File: config.mk
export PLATFORM = sky130hd
export DESIGN_NAME = cpu_code_loader
export DESIGN_NICKNAME = d
export VERILOG_FILES = /design/src/rtl/cpu_code_loader_pkg.sv /design/src/rtl/cpu_code_loader_fifo.sv /design/src/rtl/cpu_code_loader.sv
export SDC_FILE = /design/constraint.sdc
export NUM_CORES = 1
export LEC_CHECK = 0
export ABC_AREA = 1
export BUFFER_PORTS_ARGS = -buffer_cell sky130_fd_sc_hd__buf_2
export CAP_MARGIN = 20
export CORE_ASPECT_RATIO = 0.75
export CORE_UTILIZATION = 55
export DETAILED_ROUTE_END_ITERATION = 10
export PLACE_DENSITY = 0.72
export SLEW_MARGIN = 20
export SYNTH_ARGS = -nofsm -noshare
export SYNTH_HDL_FRONTEND = slang
export SYNTH_SLANG_ARGS = --single-unit
File: constraint.sdc
create_clock -name clk -period 3.3 [get_ports clk]
set_clock_uncertainty 0.15 [all_clocks]
set_input_delay 0.165 -clock clk [delete_from_list [all_inputs] [get_ports clk]]
set_output_delay 0.165 -clock clk [all_outputs]
set_load 0.05 [all_outputs]
File: src/rtl/cpu_code_loader_pkg.sv
// Shared definitions for the boot-time code loader: state encoding, the nop
// word driven during boot_done, and the default image size.
package cpu_code_loader_pkg;

    typedef enum logic [2:0] {
        S_IDLE,
        S_PRIME,
        S_LOAD,
        S_DONE,
        S_CSUM,
        S_RUN,
        S_ERR
    } state_t;

    localparam int          WORD_W             = 16;
    localparam logic [15:0] NOP_WORD           = 16'h8000;
    localparam int          DEFAULT_LOAD_WORDS = 1024;

endpackage

File: src/rtl/cpu_code_loader_fifo.sv
// code_fifo: synchronous first-word-fall-through FIFO with occupancy count.
// Push while full is accepted only when a pop frees the slot in the same cycle.
module code_fifo
    import cpu_code_loader_pkg::*;
#(
    parameter int FIFO_DEPTH = 16,
    parameter int DATA_W     = WORD_W
) (
    input  logic                        clk,
    input  logic                        rst_n,
    input  logic                        clr,
    input  logic                        push,
    input  logic [DATA_W-1:0]           wdata,
    input  logic                        pop,
    output logic [DATA_W-1:0]           rdata,
    output logic                        full,
    output logic                        empty,
    output logic [$clog2(FIFO_DEPTH):0] count
);

    localparam int AW = $clog2(FIFO_DEPTH);

    logic [DATA_W-1:0] mem [FIFO_DEPTH];
    logic [AW-1:0]     wr_ptr;
    logic [AW-1:0]     rd_ptr;
    logic              do_push;
    logic              do_pop;

    assign empty   = (count == '0);
    assign full    = (count == (AW+1)'(FIFO_DEPTH));
    assign do_pop  = pop && !empty;
    assign do_push = push && (!full || do_pop);
    assign rdata   = mem[rd_ptr];

    always_ff @(posedge clk) begin
        if (do_push) mem[wr_ptr] <= wdata;
    end

    always_ff @(posedge clk or negedge rst_n) begin
        if (!rst_n) begin
            wr_ptr <= '0;
            rd_ptr <= '0;
            count  <= '0;
        end else if (clr) begin
            wr_ptr <= '0;
            rd_ptr <= '0;
            count  <= '0;
        end else begin
            if (do_push) wr_ptr <= wr_ptr + 1'b1;
            if (do_pop)  rd_ptr <= rd_ptr + 1'b1;
            case ({do_push, do_pop})
                2'b10:   count <= count + 1'b1;
                2'b01:   count <= count - 1'b1;
                default: ;
            endcase
        end
    end

endmodule

File: src/rtl/cpu_code_loader.sv
// Streams a host program image into the stack CPU while holding it in LOAD,
// then pulses boot_done and releases RUN. Define CPU_LOADER_CSUM_EN to require a checksum trailer.
module cpu_code_loader
    import cpu_code_loader_pkg::*;
#(
    parameter int LOAD_WORDS = DEFAULT_LOAD_WORDS,
    parameter int FIFO_DEPTH = 16
) (
    input  logic        clk,
    input  logic        rst_n,
    input  logic        start,
    input  logic [15:0] s_data,
    input  logic        s_valid,
    output logic        s_ready,
    output logic [15:0] par_o,
    output logic        load_o,
    output logic        run_o,
    output logic        boot_done_o,
    output logic        busy,
    output logic        error,
    output logic [10:0] words_loaded
);

    localparam int CW = $clog2(FIFO_DEPTH) + 1;

    state_t        state_q;
    state_t        state_d;
    logic          fifo_clr;
    logic          fifo_push;
    logic          fifo_pop;
    logic          fifo_full;
    logic          fifo_empty;
    logic [15:0]   fifo_rdata;
    logic [CW-1:0] fifo_count;
    logic          start_ok;
    logic          image_pop;
    logic          err_set;
    logic          last_word;
    logic          prime_go;

`ifdef CPU_LOADER_CSUM_EN
    logic [15:0]   csum_q;
    logic [15:0]   trailer;
    logic          trailer_vld;
`endif

    assign start_ok  = start && (state_q inside {S_IDLE, S_RUN, S_ERR});
    assign last_word = (words_loaded == 11'(LOAD_WORDS));
    // Small images never fill the FIFO, so also leave PRIME once the whole image is buffered.
    assign prime_go  = fifo_full || (int'(fifo_count) == LOAD_WORDS);
    assign fifo_clr  = start_ok;
    assign fifo_push = s_valid && s_ready && (state_q inside {S_PRIME, S_LOAD});
    assign busy      = state_q inside {S_PRIME, S_LOAD, S_DONE};

    code_fifo #(
        .FIFO_DEPTH (FIFO_DEPTH),
        .DATA_W     (WORD_W)
    ) u_fifo (
        .clk   (clk),
        .rst_n (rst_n),
        .clr   (fifo_clr),
        .push  (fifo_push),
        .wdata (s_data),
        .pop   (fifo_pop),
        .rdata (fifo_rdata),
        .full  (fifo_full),
        .empty (fifo_empty),
        .count (fifo_count)
    );

    always_ff @(posedge clk or negedge rst_n) begin
        if (!rst_n) state_q <= S_IDLE;
        else        state_q <= state_d;
    end

    always_comb begin
        state_d   = state_q;
        s_ready   = 1'b0;
        fifo_pop  = 1'b0;
        image_pop = 1'b0;
        err_set   = 1'b0;
`ifdef CPU_LOADER_CSUM_EN
        trailer     = fifo_rdata;
        trailer_vld = 1'b0;
`endif
        case (state_q)
            S_IDLE, S_RUN, S_ERR: begin
                s_ready = (state_q == S_ERR);
                if (start) state_d = S_PRIME;
            end
            S_PRIME: begin
                s_ready = !fifo_full;
                if (prime_go) begin
                    state_d   = S_LOAD;
                    fifo_pop  = 1'b1;
                    image_pop = 1'b1;
                end
            end
            S_LOAD: begin
                s_ready = !fifo_full;
                if (last_word) begin
                    state_d = S_DONE;
                end else if (fifo_empty) begin
                    err_set = 1'b1;
                    state_d = S_ERR;
                end else begin
                    fifo_pop  = 1'b1;
                    image_pop = 1'b1;
                end
            end
            S_DONE: begin
`ifdef CPU_LOADER_CSUM_EN
                state_d = S_CSUM;
`else
                state_d = S_RUN;
`endif
            end
`ifdef CPU_LOADER_CSUM_EN
            S_CSUM: begin
                // The trailer may already sit in the FIFO if the host ran ahead during LOAD.
                if (!fifo_empty) begin
                    fifo_pop    = 1'b1;
                    trailer_vld = 1'b1;
                end else begin
                    s_ready     = 1'b1;
                    trailer     = s_data;
                    trailer_vld = s_valid;
                end
                if (trailer_vld) begin
                    if ((csum_q + trailer) == 16'h0000) begin
                        state_d = S_RUN;
                    end else begin
                        err_set = 1'b1;
                        state_d = S_ERR;
                    end
                end
            end
`endif
            default: state_d = S_IDLE;
        endcase
    end

    always_ff @(posedge clk or negedge rst_n) begin
        if (!rst_n) begin
            load_o       <= 1'b0;
            run_o        <= 1'b0;
            boot_done_o  <= 1'b0;
            error        <= 1'b0;
            words_loaded <= '0;
            par_o        <= '0;
        end else begin
            load_o      <= (state_d == S_LOAD) || (state_d == S_DONE);
            run_o       <= (state_d == S_RUN);
            boot_done_o <= (state_d == S_DONE);
            if (start_ok)     error <= 1'b0;
            else if (err_set) error <= 1'b1;
            if (start_ok)                     words_loaded <= '0;
            else if (image_pop && !last_word) words_loaded <= words_loaded + 1'b1;
            if (image_pop)                par_o <= fifo_rdata;
            else if (state_d == S_DONE)   par_o <= NOP_WORD;
            else                          par_o <= '0;
        end
    end

`ifdef CPU_LOADER_CSUM_EN
    always_ff @(posedge clk) begin
        if (start_ok)       csum_q <= '0;
        else if (image_pop) csum_q <= csum_q + fifo_rdata;
    end
`endif

endmodule

# ---- After elaboration in Yosys (flattened, before gate mapping)
# Memory sizes are Yosys's and may differ from the RTL's.
# Index checks and enable logic that the tools add are counted.
dict set report totals {
  inputBits 20
  mem_count 1
  ramBits 256
  register_bits 47
  wordCells 78
}
# memory depth word_bits read_ports rd_ports_with_merged_regs wr line_no
set memory_table {}
lappend memory_table {u_fifo.mem 16 16 1 0 1 cpu_code_loader_fifo.sv:23} ;# logic [DATA_W-1:0] mem [FIFO_DEPTH];
dict set report op_classes {
  reduce_logical 23
  eq_ne 12
  addsub 5
  muxes 27
}
# cell count
set ops {}
lappend ops {{$mux 16} 2}
lappend ops {{$mux 11} 2}
lappend ops {{$mux 4} 4}
lappend ops {{$eq 3x2->1 const B} 4}
lappend ops {{$mux 3} 4}
lappend ops {{$pmux 3 s4} 1}
lappend ops {{$add 11x1->11 const B} 1}
lappend ops {{$eq 11x11->1 const B} 1}
lappend ops {{$mux 1} 10}
lappend ops {{$pmux 5 s2} 1}
lappend ops {{$reduce_bool 2->1} 5}
lappend ops {{$eq 3x3->1 const B} 3}
lappend ops {{$reduce_bool 3->1} 3}
lappend ops {{$add 4x1->4 const B} 2}
lappend ops {{$logic_and 1x1->1} 6}
lappend ops {{$add 5x1->5 const B} 1}
lappend ops {{$eq 5x5->1 const B} 1}
lappend ops {{$logic_not 5->1} 1}
lappend ops {{$mux 5} 1}
lappend ops {{$sub 5x1->5 const B} 1}
lappend ops {{$pmux 1 s2} 2}
lappend ops {{$eq 3x1->1 const B} 1}
lappend ops {{$logic_not 1->1} 3}
lappend ops {{$logic_not 3->1} 1}
lappend ops {{5 further kinds} 6}

# ---- Depth between registers and ports, before layout
# Gate-level depths: netlist (run 1).
dict set report logic_depth {
  ltp_word 10
  depth_mapped 19
  mapped_depth_nobuf 19
}

# ---- Modules after synthesis
# A second synthesis (run 1) with hierarchy kept.
dict set report unflattened {
  hier_cells 1101
  area_unflattened_um2 12746.0
}
# module seq_area_each_um2 cells_per_inst area_per_inst_um2 instances
set by_module_without_submodules {}
lappend by_module_without_submodules {code_fifo 8012.7 875 10993.0 1}
lappend by_module_without_submodules {cpu_code_loader 850.8 226 1752.9 1}

# ---- Least setup slack after synthesis (run 1)
# Ideal clock, no wire load.
dict set report synth_path {
  kind {reg2reg}
  from {register words_loaded[0]}
  to {register u_fifo.count[4]}
  path_buffers 0
  required_ps 3032
  setup_time_ps 118
  path_stages_with_launch 20
  arrival_time_ps 2188
  period_less_slack_ps 2455
  path_slack_ps 845
  path_cell_list {dfrtp_1 -> inv_1 -> ha_1 -> nand2_1 -> nor2_1 -> nand3_1 -> nand2_1 -> nand2_4 -> nand2_2 -> nand2_1 -> nand2_1 -> inv_1 -> ha_1 -> inv_1 -> nand2_1 -> nand3_1 -> nand2_1 -> nand2_1 -> nand3_1 -> nand2_1}
}
dict set report synth_via {
  elab_chain_cells 9
  word_cells_on_any_way 11
  classes_between {eq/ne (3); mux (4); reduce/logical (4)}
}
# element line_no
set synth_lines {}
lappend synth_lines {{start, declared} cpu_code_loader.sv:21} ;# output logic [10:0] words_loaded
lappend synth_lines {{start signal, assigned} cpu_code_loader.sv:158} ;# else if (image_pop && !last_word) words_loaded <= words_loaded + 1'b1;
lappend synth_lines {{$eq 11x11->1 (*)} cpu_code_loader.sv:48} ;# assign last_word = (words_loaded == 11'(LOAD_WORDS));
lappend synth_lines {{$mux 1 (*)} cpu_code_loader.sv:101} ;# if (last_word) begin
lappend synth_lines {{$pmux 1 s2 (*)} cpu_code_loader.sv:86} ;# case (state_q)
lappend synth_lines {{$logic_and 1x1->1 (*)} cpu_code_loader_fifo.sv:31} ;# assign do_pop = pop && !empty;
lappend synth_lines {{$logic_or 1x1->1} cpu_code_loader_fifo.sv:32} ;# assign do_push = push && (!full || do_pop);
lappend synth_lines {{$logic_and 1x1->1} cpu_code_loader_fifo.sv:32}
lappend synth_lines {{$eq 2x1->1 or $eq 2x2->1 (tied branches)} cpu_code_loader_fifo.sv:51} ;# case ({do_push, do_pop})
lappend synth_lines {{$pmux 5 s2} cpu_code_loader_fifo.sv:51}
lappend synth_lines {{$mux 5} cpu_code_loader_fifo.sv:44} ;# end else if (clr) begin
lappend synth_lines {{end signal, assigned} cpu_code_loader_fifo.sv:52} ;# 2'b10: count <= count + 1'b1;
lappend synth_lines {{end signal, assigned} cpu_code_loader_fifo.sv:53} ;# 2'b01: count <= count - 1'b1;
lappend synth_lines {{end, declared} cpu_code_loader_fifo.sv:18} ;# output logic [$clog2(FIFO_DEPTH):0] count
# Every way passes the cells marked *; elsewhere a longest branch is shown, timed or not.
# A chain may end at the register's enable or synchronous reset.

# ---- Worst setup path in the final report (run 1)
dict set report layout_path {
  from {register state_q[0]}
  to {memory u_fifo.mem[11][4] in the netlist's numbering (enable)}
}
dict set report layout_via {
  elab_chain_cells 8
  word_cells_on_any_way 17
  classes_between {eq/ne (4); mux (4); reduce/logical (9)}
}
# element line_no
set layout_lines {}
lappend layout_lines {{start, declared} cpu_code_loader.sv:26} ;# state_t state_q;
lappend layout_lines {{start signal, assigned} cpu_code_loader.sv:73} ;# else state_q <= state_d;
lappend layout_lines {{$eq 3x3->1, or another cell as far along} cpu_code_loader.sv:86}
lappend layout_lines {{$reduce_or 3->1 or $reduce_or 2->1 (tied branches)} --}
lappend layout_lines {{$pmux 1 s2} cpu_code_loader.sv:86}
lappend layout_lines {{$logic_and 1x1->1 (2 in series)} cpu_code_loader.sv:52} ;# assign fifo_push = s_valid && s_ready && (state_q inside {S_PRIME, S_LOAD});
lappend layout_lines {{$logic_and 1x1->1 (*)} cpu_code_loader_fifo.sv:32}
lappend layout_lines {{$mux 1 (*)} cpu_code_loader_fifo.sv:36} ;# if (do_push) mem[wr_ptr] <= wdata;
lappend layout_lines {{$mux 1 (implied by the code) (*)} cpu_code_loader_fifo.sv:36}
lappend layout_lines {{end, declared} cpu_code_loader_fifo.sv:23}
# Marked as above.

==> results of run 1 <==
logic make-up (layout without fill, tap and decap cells):
logic type,Yosys count,after routing
and+or+nand+nor,346,346
DFF,303,303
AOI/OAI and AO/OA,249,249
buffers and inverters,98,194
adders and majority gates,8,8
xor gates and xnor gates,8,8
cell type report:
class	count	area, µm²	share of cell area, %
Clock inverter	15	130	0.920
Clock buffer	37	754	5.33
Inverter	42	160	1.13
Timing Repair Buffer	100	708	5.01
Multi-Input combinational cell	611	3150	22.3
Tap cell	294	368	2.60
Sequential cell	303	8870	62.7
power by group:
group          switching (W)  total (W)  leakage (nW)  internal (W)
Sequential          0.000168    0.00470          2.94       0.00453
Combinational        0.00211    0.00300          2.00      0.000891
Clock                0.00136    0.00312         0.438       0.00176
routing by layer:
| layer | vias to the layer above | global-route usage [%] |
|---|---|---|
| met2 | 370 | 37.7 |
| met3 | 54 | 5.02 |
| met5 | - | 0 |
| met1 | 4141 | 40.9 |
| li1 | 3798 | - |
| met4 | 0 | 6.86 |
worst paths after layout:
| kind | startpoint | endpoint | slack, ps | cells after the start |
|---|---|---|---|---|
| hold / removal | rst_n | words_loaded[8]$_DFFE_PN0P_ | 30 | 2 |
| max in group asynchronous | rst_n | u_fifo.rd_ptr[0]$_DFFE_PN0P_ | 2440 | 2 |
| setup / recovery | state_q[0]$_DFF_PN0_ | u_fifo.mem[11][4]$_DFFE_PP_ | 760 | 8 |
| setup reg to reg | state_q[0]$_DFF_PN0_ | u_fifo.mem[11][4]$_DFFE_PP_ | 760 | 8 |
| hold reg to reg | u_fifo.wr_ptr[3]$_DFFE_PN0P_ | u_fifo.wr_ptr[3]$_DFFE_PN0P_ | 370 | 1 |
| min in group clk | start | state_q[0]$_DFF_PN0_ | 330 | 4 |
registers in the layout (all words and copies together) (netlist names):
name / flops
u_fifo.count: 5
error: 1
u_fifo.rd_ptr: 4
boot_done_o: 1
par_o: 16
load_o: 1
state_q: 3
run_o: 1
u_fifo.mem: 256
words_loaded: 11
u_fifo.wr_ptr: 4
cells in the final DEF (no fill, tap or decap), drive strengths merged, types with 8 or more instances in the layout:
cell type	n
nor3	10
nand3	36
a22oi	30
nor2	48
xor2	8
dfrtp	47
o21ai	50
edfxtp	256
clkbuf	37
dlygate4sd3	19
inv	42
ha	8
a32o	15
buf	81
a21oi	123
a211oi	9
nand2	243
o31ai	9
clkinv	13
per-stage QoR:
stage	util, %	setup WS (ps)	total power, W
after floorplan	-	845	0.00677
after CTS	64.1	729	0.0108
after global placement	59.3	826	0.00765
after detailed placement	59.3	745	0.00771
final	64.1	755	0.0108
after global routing	64.1	500	0.0113
critical path, stage by stage (launching register included):
cell,delay [ps]
dfrtp_1,430
inv_2,80
nand2_1,70
nand3_1,100
nor2_2,150
nand3_4,150
inv_2,140
nand2_1,180
nor2_2,720
repair_timing:
item / CTS / global route
setup buffers: 0 / 0
hold endpoints to repair: 308 / 0
hold buffers: 19 / 0
endpoints found under the setup margin: 0 / 0
==> key figures, run 1 <==
Run status
  • Outcome: finished, final reports clean

Die
  • Initial core utilization: 56.1%
  • Die outline area: 23100 µm²
  • Area of the core: 22100 µm²
  • Y dimension of the die: 132 µm
  • Die boundary width: 175 µm
  • IO Pins: 53
  • Number of rows created at floorplan: 47

Timing
  • Final hold violation count: 0
  • Time the worst path needs with I/O delays and setup: 2540 ps
  • Final period utilization: 77.1%
  • Number of endpoints failing setup at the final stage: 0
  • Transition time at the pin with the least slew margin: 1130 ps
  • Max Transition Viols Final: 0
  • Headroom to the max-slew limit: 24.8%
  • Setup TNS Final: 0 ps
  • Worst slack on hold paths: 33.4 ps
  • Maximum achievable frequency: 393 MHz
  • Unrepaired setup endpoints after global routing: false

Drt
  • Wire per inst: 21.1 µm
  • First-pass iteration count of the detailed router: 5
  • Vias after detailed routing: 8363
  • DRC violations left: 0
  • Routed metal-1 wirelength: 13.4 mm
  • Highest routing layer actually used: met4
  • Number of vias per cell after detailed routing: 5.97
  • Routed wl met3: 2.56 mm
  • Detail Route Antenna Nets: 0
  • Met2 routed WL: 12.9 mm
  • First-iteration detailed-routing DRC count: 1031
  • Total Wirelength: 29.6 mm

Finish
  • Non-Filler Instances: 1402
  • Share of layout cells above drive strength 1: 15.3%
  • Post-layout nets: 1114
  • Area delta synth->final: 14.4%
  • Filler Cells Inserted: 1679
  • N_diodes: 0
  • Design Area, Final: 14100 µm²

Clock network
  • CTS tree: done
  • Maximum number of buffers from clock root to sink: 3
  • Inserted Clock Buffers: 28
  • Clock sink total: 303
  • Insertion delay to the later sink of the worst-skew pair: 550 ps
  • Post-CTS clock slew at the launch and capture registers of the worst setup and hold paths: 60 ps
  • Clock H-tree levels: 1
  • Clk Tree Root Cell: clkbuf_16
  • Post-cts sizing count: 0

Worst setup path
  • Required @ worst endpoint: 3320 ps
  • Launching element type of the critical path: flip-flop
  • Crit Path Class: flip-flop to flip-flop
  • Critical Path End Type: flip-flop
  • Worst endpoint data arrival time: 2560 ps
  • Highest fanout seen on the critical path: 16

Logic synthesis
  • Simple-Gate Fraction of Synth Area: 11.7%
  • Synthesized netlist cell count: 1012
  • Synth Area in XOR/XNOR: 0.567%
  • Most area-hungry cell type in the Yosys netlist: edfxtp_1
  • Synthesized area per cell: 12.2 µm²
  • Syn nets: 1040
  • Fraction of synthesized area in multiplexers: 0%
  • Synth unique cells: 40
  • Most used standard cell by instance count after synthesis: edfxtp_1
  • Fraction of the yosys area taken by sequential cells: 71.7%
  • Ys flop type: edfxtp_1
  • Top cell types by occurrence after synthesis: 256 x edfxtp_1, 238 x nand2_1, 123 x a21oi_1, 47 x dfrtp_1, 43 x nor2_1
  • Biggest area contributors in the synthesized netlist: edfxtp_1 62%, dfrtp_1 9.5%, nand2_1 7.2%, a21oi_1 5.0%, a22oi_1 1.8%
  • Number of register bits inferred by synthesis: 303
  • Number of flops mapped to enable cells by yosys: 256
  • Synthesis warning total: 0
  • Proportion of netlist area held by the largest area contributor: 62.2%
  • Cell Area, Synth: 12400 µm²
  • Main combinational cell family by area after synthesis: compound AO/OA/AOI/OAI gates
  • Compound-cell area share of the yosys netlist: 12.1%
  • Post-synthesis share of cell area spent on full adders, half adders and majority gates: 0.809%
  • Asr flop ratio synth: 15.5%

Global route
  • Global-route usage over all layers: 26.2%
  • Largest net degree at the start of global routing: 131
  • Congestion Overflow GR: 0
  • Number of global-route vias before repair: 8044
  • Initial antenna violation count: 0
  • Global-route wire length before repair: 45.9 mm

Placement
  • Routability Congestion: 0.912
  • PortBufs: 52
  • Number of instances in the placed design: 1331
  • Cell area reported after detailed placement: 13100 µm²
  • HPWL after detailed placement: 18.3 mm

Run
  • Max-cap violation count: 0

Power
  • Worst IR Drop VDD: 0.496 mV
  • Leakage: 5.38 nW
  • Cell area power density: 765 nW/µm²

Worst hold path
  • Hold/Removal Path Class: primary input to asynchronous set/reset pin
Power figures use the tool's default switching activity.
==> inputs of run 2 (changes only) <==
Clock period 3.3 ns to 2.4 ns, I/O delays scaled along.
==> run 2 against run 1 <==
Compared with the run above:
- setup slack got worse by 590 ps
- routed wire length decreased by 0.97%
- first-iteration DRC count decreased by 16%
==> key figures, run 2 (synthesis gave the netlist of run 1 again) <==
Drt
  • Number of vias per cell after detailed routing: 5.79 (was 5.97)
  • DRC violations left: 0 (unchanged)
  • Wire per inst: 20.5 µm (was 21.1 µm)
  • Total Wirelength: 29.3 mm (was 29.6 mm)
  • First-pass iteration count of the detailed router: 7 (was 5)
  • First-iteration detailed-routing DRC count: 870 (was 1031)
  • Detail Route Antenna Nets: 0 (unchanged)
  • Vias after detailed routing: 8267 (was 8363)

Worst setup path
  • Highest-delay cell along the critical path: dfrtp_2 (was nor2_2)
  • Crit Path Class: flip-flop to flip-flop (unchanged)
  • Most used cell along the critical path: nand2_1
  • Highest fanout seen on the critical path: 4 (was 16)
  • Critical Path End Type: flip-flop (unchanged)
  • Path depth of the worst reg2reg path: 18 (was 8)
  • Critical path depth: 18 (was 8)
  • Category of cells accounting for the largest share of critical-path delay: simple AND/OR/NAND/NOR gates (unchanged)
  • End point of the critical path: u_fifo.count[4]$_DFFE_PN0P_ (was u_fifo.mem[11][4]$_DFFE_PP_)
  • Required @ worst endpoint: 2690 ps (was 3320 ps)
  • Reg-to-reg startpoint: words_loaded[1]$_DFFE_PN0P_ (was state_q[0]$_DFF_PN0_)
  • Launch point of the worst path: words_loaded[1]$_DFFE_PN0P_ (was state_q[0]$_DFF_PN0_)
  • Capture instance of the worst register-to-register path: u_fifo.count[4]$_DFFE_PN0P_ (was u_fifo.mem[11][4]$_DFFE_PP_)
  • Delay contributed by the slowest stage of the critical path: 420 ps (was 720 ps)
  • Number of buffer and inverter instances along the worst setup path: 3 (was 2)
  • Worst endpoint data arrival time: 2520 ps (was 2560 ps)
  • Critical path, cell by cell: inv_2, ha_2, nand2_1, nor2_1, nand3_1, nand2_2, nand2_4, nand2_2, nand2_1, nand2_1, inv_1, ha_1, inv_1, nand2_1, nand3_2, nand3_1, nand3_1, nand2_1 (was inv_2, nand2_1, nand3_1, nor2_2, nand3_4, inv_2, nand2_1, nor2_2)
  • Launching element type of the critical path: flip-flop (unchanged)
  • Setup slack, reg-to-reg: 160 ps (was 760 ps)

Finish
  • Area taken by multi-input logic gates: 3160 µm² (was 3150 µm²)
  • Area delta synth->final: 18.1% (was 14.4%)
  • Post-layout nets: 1140 (was 1114)
  • Most frequent standard cell in the layout excluding fill and tap cells: edfxtp_1 (unchanged)
  • Most frequent cells in the layout: 256 x edfxtp_1, 237 x nand2_1, 123 x a21oi_1 (was 256 x edfxtp_1, 238 x nand2_1, 123 x a21oi_1)
  • Leading registers by flop count: u_fifo.mem: 256 flops, par_o: 16 flops, words_loaded: 11 flops (unchanged)
  • Sequential cell area in the final layout: 8870 µm² (about the same)
  • Register ranked first by flip-flop count: u_fifo.mem (unchanged)
  • Filler Cells Inserted: 1589 (was 1679)
  • Non-Filler Instances: 1429 (was 1402)
  • Share of layout cells above drive strength 1: 18.2% (was 15.3%)
  • Post-layout utilization of the core: 66.2% (was 64.1%)
  • Number of flip-flops under the largest register name: 256 (unchanged)

Placement
  • PortBufs: 52 (unchanged)
  • HPWL after detailed placement: 17.3 mm (was 18.3 mm)
  • Number of instances in the placed design: 1353 (was 1331)
  • Routability Congestion: 0.843 (was 0.912)

Run status
  • Outcome: finished, final reports clean (unchanged)

Power
  • Share of total power consumed by net switching: 32.9% (was 33.6%)
  • Clock power frac: 30.0% (was 28.9%)
  • Total internal power: 0.0102 W (was 0.00718 W)
  • Switching Power: 0.00503 W (was 0.00364 W)
  • Portion of total power attributed to combinational logic: 27.9% (was 27.7%)
  • Cell area power density: 1050 nW/µm² (was 765 nW/µm²)
  • Worst IR Drop VDD: 0.683 mV (was 0.496 mV)
  • Leakage: 5.59 nW (was 5.38 nW)
  • Part of the power in registers: 42.1% (was 43.4%)
  • Overall Power: 0.0153 W (was 0.0108 W)

Timing
  • Time the worst path needs with I/O delays and setup: 2240 ps (was 2540 ps)
  • Final period utilization: 93.3% (was 77.1%)
  • Maximum achievable frequency: 447 MHz (was 393 MHz)
  • Final hold violation count: 0 (unchanged)
  • Max Transition Viols Final: 0 (unchanged)
  • Number of endpoints failing setup at the final stage: 0 (unchanged)
  • Transition time at the pin with the least slew margin: 894 ps (was 1130 ps)
  • Worst slack on hold paths: 81.4 ps (was 33.4 ps)
  • Headroom to the max-slew limit: 40.4% (was 24.8%)

Clock network
  • Inserted Clock Buffers: 29 (was 28)
  • Post-CTS clock slew at the launch and capture registers of the worst setup and hold paths: 60 ps (about the same)
  • Clock sink total: 303 (unchanged)
  • Insertion delay to the later sink of the worst-skew pair: 550 ps (about the same)
  • Clock H-tree levels: 1 (unchanged)
  • CTS tree: done (unchanged)
  • Clk Tree Root Cell: clkbuf_16 (unchanged)
  • Maximum number of buffers from clock root to sink: 3 (unchanged)

Global route
  • Congestion Overflow GR: 0 (unchanged)
  • GR met1 Demand/Resource: 40.6% (was 40.9%)
  • Routing usage on met2: 38.0% (was 37.7%)
  • Met3 usage in global routing: 4.44% (was 5.02%)
  • Layer carrying the most global-route usage: met1 (unchanged)
  • Global-route usage over all layers: 25.9% (was 26.2%)
  • Largest net degree at the start of global routing: 52 (was 131)
  • Number of global-route vias before repair: 7776 (was 8044)
  • Global-route wire length before repair: 45.4 mm (was 45.9 mm)
  • Initial antenna violation count: 2 (was 0)

Die
  • Die outline area: 23100 µm² (unchanged)
  • Area of the core: 22100 µm² (unchanged)
  • IO Pins: 53 (unchanged)
  • Die boundary width: 175 µm (unchanged)
  • Number of rows created at floorplan: 47 (unchanged)
  • Y dimension of the die: 132 µm (unchanged)
  • Initial core utilization: 56.1% (unchanged)

Run
  • Max-cap violation count: 0 (unchanged)

Worst hold path
  • Hold/Removal Path Class: primary input to asynchronous set/reset pin (unchanged)
-- run 2: power by group through the flow --
| stage | Combinational, W | Sequential [W] | Clock, W |
|---|---|---|---|
| floorplan | 0.00257 | 0.00674 | 0 |
| global placement | 0.00411 | 0.00653 | 0 |
| detailed placement | 0.00417 | 0.00654 | 0 |
| CTS | 0.00422 | 0.00643 | 0.00463 |
| global route | 0.00469 | 0.00648 | 0.00483 |
| finish | 0.00426 | 0.00644 | 0.00458 |
-- run 2: cell type report --
type	count	share of cell area (%)
antenna	1	0.0171
multi-input combinational	611	21.7
timing repair buffer	125	7.40
inverter	42	1.10
clock inverter	19	1.25
clock buffer	34	5.30
sequential	303	60.7
tap	294	2.52
-- run 2: layer usage --
layer | wire [µm] | part of all wire, %
met3 | 2250 | 7.7
met1 | 13300 | 45
met5 | 0 | 0
met4 | 594 | 2.0
met2 | 13200 | 45
-- run 2: worst min path at each step --
stage           from                           to  slack, ps  cells past startpoint
2_1_floorplan  rst_n        boot_done_o$_DFF_PN0_       -330                      0
3_3_place_gp   rst_n  words_loaded[8]$_DFFE_PN0P_        130                      2
3_5_place_dp   rst_n  words_loaded[8]$_DFFE_PN0P_        130                      2
4_1_cts        rst_n  words_loaded[8]$_DFFE_PN0P_         90                      3
5_1_grt        rst_n  words_loaded[4]$_DFFE_PN0P_        130                      3
6_report       rst_n  words_loaded[4]$_DFFE_PN0P_         80                      3
-- run 2: repair_timing --
item / 4_1_cts / 5_1_grt
hold endpoints to repair: 310 / 0
hold buffers: 19 / 0
setup buffers: 0 / 3
resized for setup: 0 / 4
setup endpoints to repair: 0 / 6
-- run 2: through the flow --
stage                     area [µm²]  setup WS [ps]  TNS [ps]
after detailed placement       13400            114         0
after global routing           14600          -20.7     -20.7
after floorplan                12400           70.5         0
after CTS                      14600           96.0         0
final                          14600            161         0
after global placement         13400            148         0
-- run 2: worst register-to-register path: stages, from the launching register on --
cell     delay, ps
dfrtp_2        420
inv_2           80
ha_2           180
nand2_1         50
nor2_1         100
nand3_1        130
nand2_2        120
nand2_4         60
nand2_2         60
nand2_1         80
nand2_1         60
inv_1           40
ha_1           160
inv_1           50
nand2_1         90
nand3_2         90
nand3_1         70
nand3_1         80
nand2_1         50
